--- src/rtl/counter_pkg.sv ---
// Shared constants for the counter family: boundary-mode encodings.
package counter_pkg;

  localparam int MODE_WRAP = 0;
  localparam int MODE_SAT  = 1;

endpackage

--- src/rtl/counter_mod.sv ---
// Loadable up/down modulo counter over 0..limit with wrap or saturate at the
// boundary, a registered roll pulse and a sticky overflow flag.
module counter_mod
  import counter_pkg::*;
#(
  parameter int WIDTH   = 8,
  parameter int MODE    = MODE_WRAP,
  parameter int RST_VAL = 0
) (
  input  logic             clk,
  input  logic             rst_n,
  input  logic             en,
  input  logic             up,
  input  logic             ld,
  input  logic [WIDTH-1:0] ld_val,
  input  logic [WIDTH-1:0] limit,
  input  logic             clr_ovf,
  output logic [WIDTH-1:0] dout,
  output logic             at_lim,
  output logic             at_zero,
  output logic             roll,
  output logic             ovf
);

  localparam logic [WIDTH-1:0] RST_DOUT = WIDTH'(RST_VAL);
  localparam logic [WIDTH-1:0] ONE      = WIDTH'(1);
  localparam logic             SAT      = (MODE == MODE_SAT);

  logic [WIDTH-1:0] dout_q, dout_d;
  logic             roll_q, roll_d;
  logic             ovf_q,  ovf_d;
  logic             boundary;

  // Up-count treats any dout above a lowered limit as the boundary too.
  assign boundary = en && !ld && (up ? (dout_q >= limit) : (dout_q == '0));

  always_comb begin
    dout_d = dout_q;
    roll_d = boundary;
    ovf_d  = boundary || (ovf_q && !clr_ovf);

    if (ld) begin
      dout_d = (ld_val > limit) ? limit : ld_val;
    end else if (en) begin
      if (up) begin
        if (!boundary)  dout_d = dout_q + ONE;
        else if (!SAT)  dout_d = '0;
      end else begin
        if (!boundary)  dout_d = dout_q - ONE;
        else if (!SAT)  dout_d = limit;
      end
    end
  end

  always_ff @(posedge clk) begin
    if (!rst_n) begin
      dout_q <= RST_DOUT;
      roll_q <= 1'b0;
      ovf_q  <= 1'b0;
    end else begin
      dout_q <= dout_d;
      roll_q <= roll_d;
      ovf_q  <= ovf_d;
    end
  end

  assign dout    = dout_q;
  assign roll    = roll_q;
  assign ovf     = ovf_q;
  assign at_lim  = (dout_q >= limit);
  assign at_zero = (dout_q == '0);

endmodule

--- config.mk ---
export PLATFORM = sky130hd
export DESIGN_NAME = counter_mod
export DESIGN_NICKNAME = d
export VERILOG_FILES = /design/src/rtl/counter_pkg.sv /design/src/rtl/counter_mod.sv
export SDC_FILE = /design/constraint.sdc
export NUM_CORES = 1
export LEC_CHECK = 0
export BUFFER_PORTS_ARGS = -buffer_cell sky130_fd_sc_hd__buf_2
export CORE_AREA = 2 2 51 53
export CTS_BUF_LIST = sky130_fd_sc_hd__clkbuf_8
export CTS_CLUSTER_SIZE = 12
export DETAILED_ROUTE_END_ITERATION = 7
export DIE_AREA = 0 0 53 55
export PLACE_DENSITY = 0.84
export REMOVE_ABC_BUFFERS = 1
export SYNTH_ARGS = -nofsm -noshare
export SYNTH_HDL_FRONTEND = slang
export SYNTH_SLANG_ARGS = --single-unit
--- constraint.sdc ---
create_clock -name clk -period 5.8 [get_ports clk]
set_input_delay 0 -clock clk [delete_from_list [all_inputs] [get_ports clk]]
set_output_delay 0 -clock clk [all_outputs]
set_load 0.02 [all_outputs]
==> flow_metrics.py <==
metrics = {
    "finish": {
        "fillers": 221,
        "diodes": 0,
        "ff_latch_area_um2": 200,
        "multi_input_comb_area_um2": 1010,
        "drive_gt1_share_pct": 20.6,
        "nNetsFinal": 250,
        "syn2layout_area_growth_pct": 16.2,
    },
    "yosys": {
        "synth_edf_count": 0,
        "synth-main-ff-cell": "dfxtp_1",
        "synth_area_um2": 1310,
        "syn_inst": 181,
        "ys_ff_latch": 10,
        "syn_avg_cell_area_um2": 7.25,
        "async_reset_ff_share_pct": 0,
        "ys_warn_count": 0,
        "ys_seq_area_share_pct": 15.3,
        "ys_types": 46,
    },
    "placement": {
        "hpwl_um": 2860,
        "gp_congestion": 0.935,
        "numPortBuffers": 33,
    },
    "route": {
        "drc": 0,
        "drt_iter0_markers": 66,
        "wirelength_um": 3690,
        "vias": 1492,
        "ant_nets": 0,
        "vias_per_cell": 6.24,
        "wl_per_cell_um": 15.4,
        "firstDrtPassIters": 4,
    },
    "critical_path": {
        "end_kind": "register",
        "cp_data_required_time_ps": 5980,
        "cp_max_fo": 11,
        "worst_setup_path_start_kind": "register",
        "arrival_ps": 2590,
        "critPathKind": "register to register",
    },
    "timing": {
        "finalSetupViolCount": 0,
        "slew_viol_final": 0,
        "timing.final.crit_share_pct": 41.6,
        "period_needed_ps": 2410,
        "hold_violations": 0,
        "rsz0062_at_grt": "no",
        "hold-worst-slack_ps": 16.6,
        "slew-limit-headroom_pct": 49.3,
        "finalSetupTns_ps": 0,
        "tightest_slew_ps": 756,
        "finalClockSkew_ps": 3.30,
        "max_freq_mhz": 414,
    },
    "cts": {
        "htree_num_levels": 1,
        "clk_latency_ps": 240,
        "cts_resized": 0,
        "clock_sinks": 10,
        "path_clk_slew_ps": 50,
        "cts_root_buffer": "clkbuf_8",
        "ctsHoldBuffers": 0,
        "cts_tree": "done",
        "cts_buffers": 3,
        "clockBufferDepth": 2,
        "postCtsSetupRepairBufs": 0,
    },
    "grt": {
        "grt_start_max_net_pins": 14,
        "grt_antenna_before_repair": 0,
        "grt_pass1_vias": 1380,
        "busiest_layer": "met2",
        "overflow": 0,
        "grt.met3_usage_pct": 2.96,
        "grt.met2_usage_pct": 49.0,
        "grt.total_usage_pct": 27.8,
        "use_met1_pct": 35.1,
        "grt_pass1_wl_um": 5990,
    },
    "floorplanning": {
        "die_area_um2": 2920,
        "start_util_pct": 55.5,
        "io_pins": 34,
        "core-area_um2": 2360,
        "fp.dieH_um": 55,
        "placementRows": 18,
        "die_x_um": 53,
    },
    "hold_path": {
        "hp-class": "input port to register",
    },
    "power_and_ir_drop": {
        "power_leakage_uw": 0.000704,
        "ir_drop_mv": 0.133,
        "power_uw": 322,
        "power_density_nw_per_um2": 211,
    },
    "job": {
        "max-cap-violations": 0,
    },
    "run_status": {
        "status": "complete, no violations",
    },
}
cell families (layout without fill, tap and decap cells):
| family | count (synthesis) | in the layout | synth area share [%] |
|---|---|---|---|
| mux | 1 | 1 | 0.858 |
| buf+inv | 23 | 51 | 7.44 |
| flops | 10 | 10 | 15.3 |
| simple gates | 59 | 59 | 23.9 |
| xor+xnor | 5 | 5 | 3.34 |
| fa+ha+maj | 18 | 18 | 17.2 |
| compound gates | 65 | 65 | 32.0 |
through the flow:
stage / instances / setup slack [ps] / utilization, % / area (um2)
floorplan: 172 / 3560 / - / 1270
global placement: 235 / 3500 / 62.2 / 1470
detailed placement: 235 / 3470 / 62.2 / 1470
CTS: 239 / 3410 / 64.5 / 1530
global route: 239 / 3260 / 64.5 / 1530
finish: 239 / 3390 / 64.5 / 1530
worst paths after layout:
path / start / slack (ps) / cells past startpoint / to
setup / recovery: dout[2]$_SDFFE_PN0P_ / 3390 / 7 / dout[4]$_SDFFE_PN0P_
setup reg to reg: dout[2]$_SDFFE_PN0P_ / 3390 / 7 / dout[4]$_SDFFE_PN0P_
hold / removal: ld / 20 / 2 / dout[7]$_SDFFE_PN0P_
hold reg to reg: ovf$_SDFF_PN0_ / 470 / 2 / ovf$_SDFF_PN0_
cell usage after synthesis, types with 2 or more instances:
cell	number	area [um2]
a221oi_1	2	17.5
nor3b_1	3	22.5
a21o_1	4	30.0
nand4_1	2	12.5
buf_2	2	10.0
nand2_1	5	18.8
a21oi_1	18	90.1
a211oi_1	2	15.0
nand3_1	12	60.1
nor2_1	12	45.0
nand2b_1	5	31.3
ha_1	18	225
and3_1	3	18.8
inv_1	14	52.6
o221ai_1	2	17.5
dfxtp_1	10	200
xnor2_1	2	17.5
nor4_1	2	12.5
clkbuf_1	5	18.8
o31a_1	2	17.5
nor3_1	7	35.0
a31oi_1	2	12.5
nor2b_1	2	12.5
a21oi_2	2	17.5
o21a_1	4	30.0
o21ai_0	17	85.1
xor2_1	3	26.3
critical path, cell delays in order, from the launching register on:
cell	delay, ps
dfxtp_1	560
ha_1	310
or3_1	350
a21oi_1	220
o311ai_2	180
or2_1	360
o211a_1	270
a21oi_2	100
registers in the layout, summed over array words and instances, names as in the netlist:
signal and flops:
dout 8, ovf 1, roll 1
cells in the final DEF (no fill, tap or decap), types with 2 or more instances in the layout:
cell,count
a211oi_1,2
a21o_1,4
a21oi_1,18
a21oi_2,2
a221oi_1,2
a31oi_1,2
and3_1,3
buf_2,33
clkbuf_8,4
dfxtp_1,10
ha_1,18
inv_1,14
nand2_1,5
nand2b_1,5
nand3_1,12
nand4_1,2
nor2_1,12
nor2b_1,2
nor3_1,7
nor3b_1,3
nor4_1,2
o21a_1,4
o21ai_0,17
o221ai_1,2
o31a_1,2
xnor2_1,2
xor2_1,3
where the power goes:
part	internal [uW]	switching, uW
registers	75.0	16.4
logic	57.8	81.4
clock network	60.0	31.7
final cells by class:
cell class / count / share of cell area [%]
flip-flops and latches: 10 / 13.1
multi-input cells: 148 / 66.5
inverters: 14 / 3.45
repair buffers: 33 / 10.8
well taps: 30 / 2.46
clock buffers: 4 / 3.61
metal layers:
layer / share of wire (%) / routed length [um] / vias up
li1: - / - / 728
met1: 44 / 1620 / 693
met2: 48 / 1780 / 63
met3: 6.0 / 222 / 8
met4: 1.7 / 61 / 0
met5: 0 / 0 / -
No activity file was read; power rests on OpenSTA's default activity.
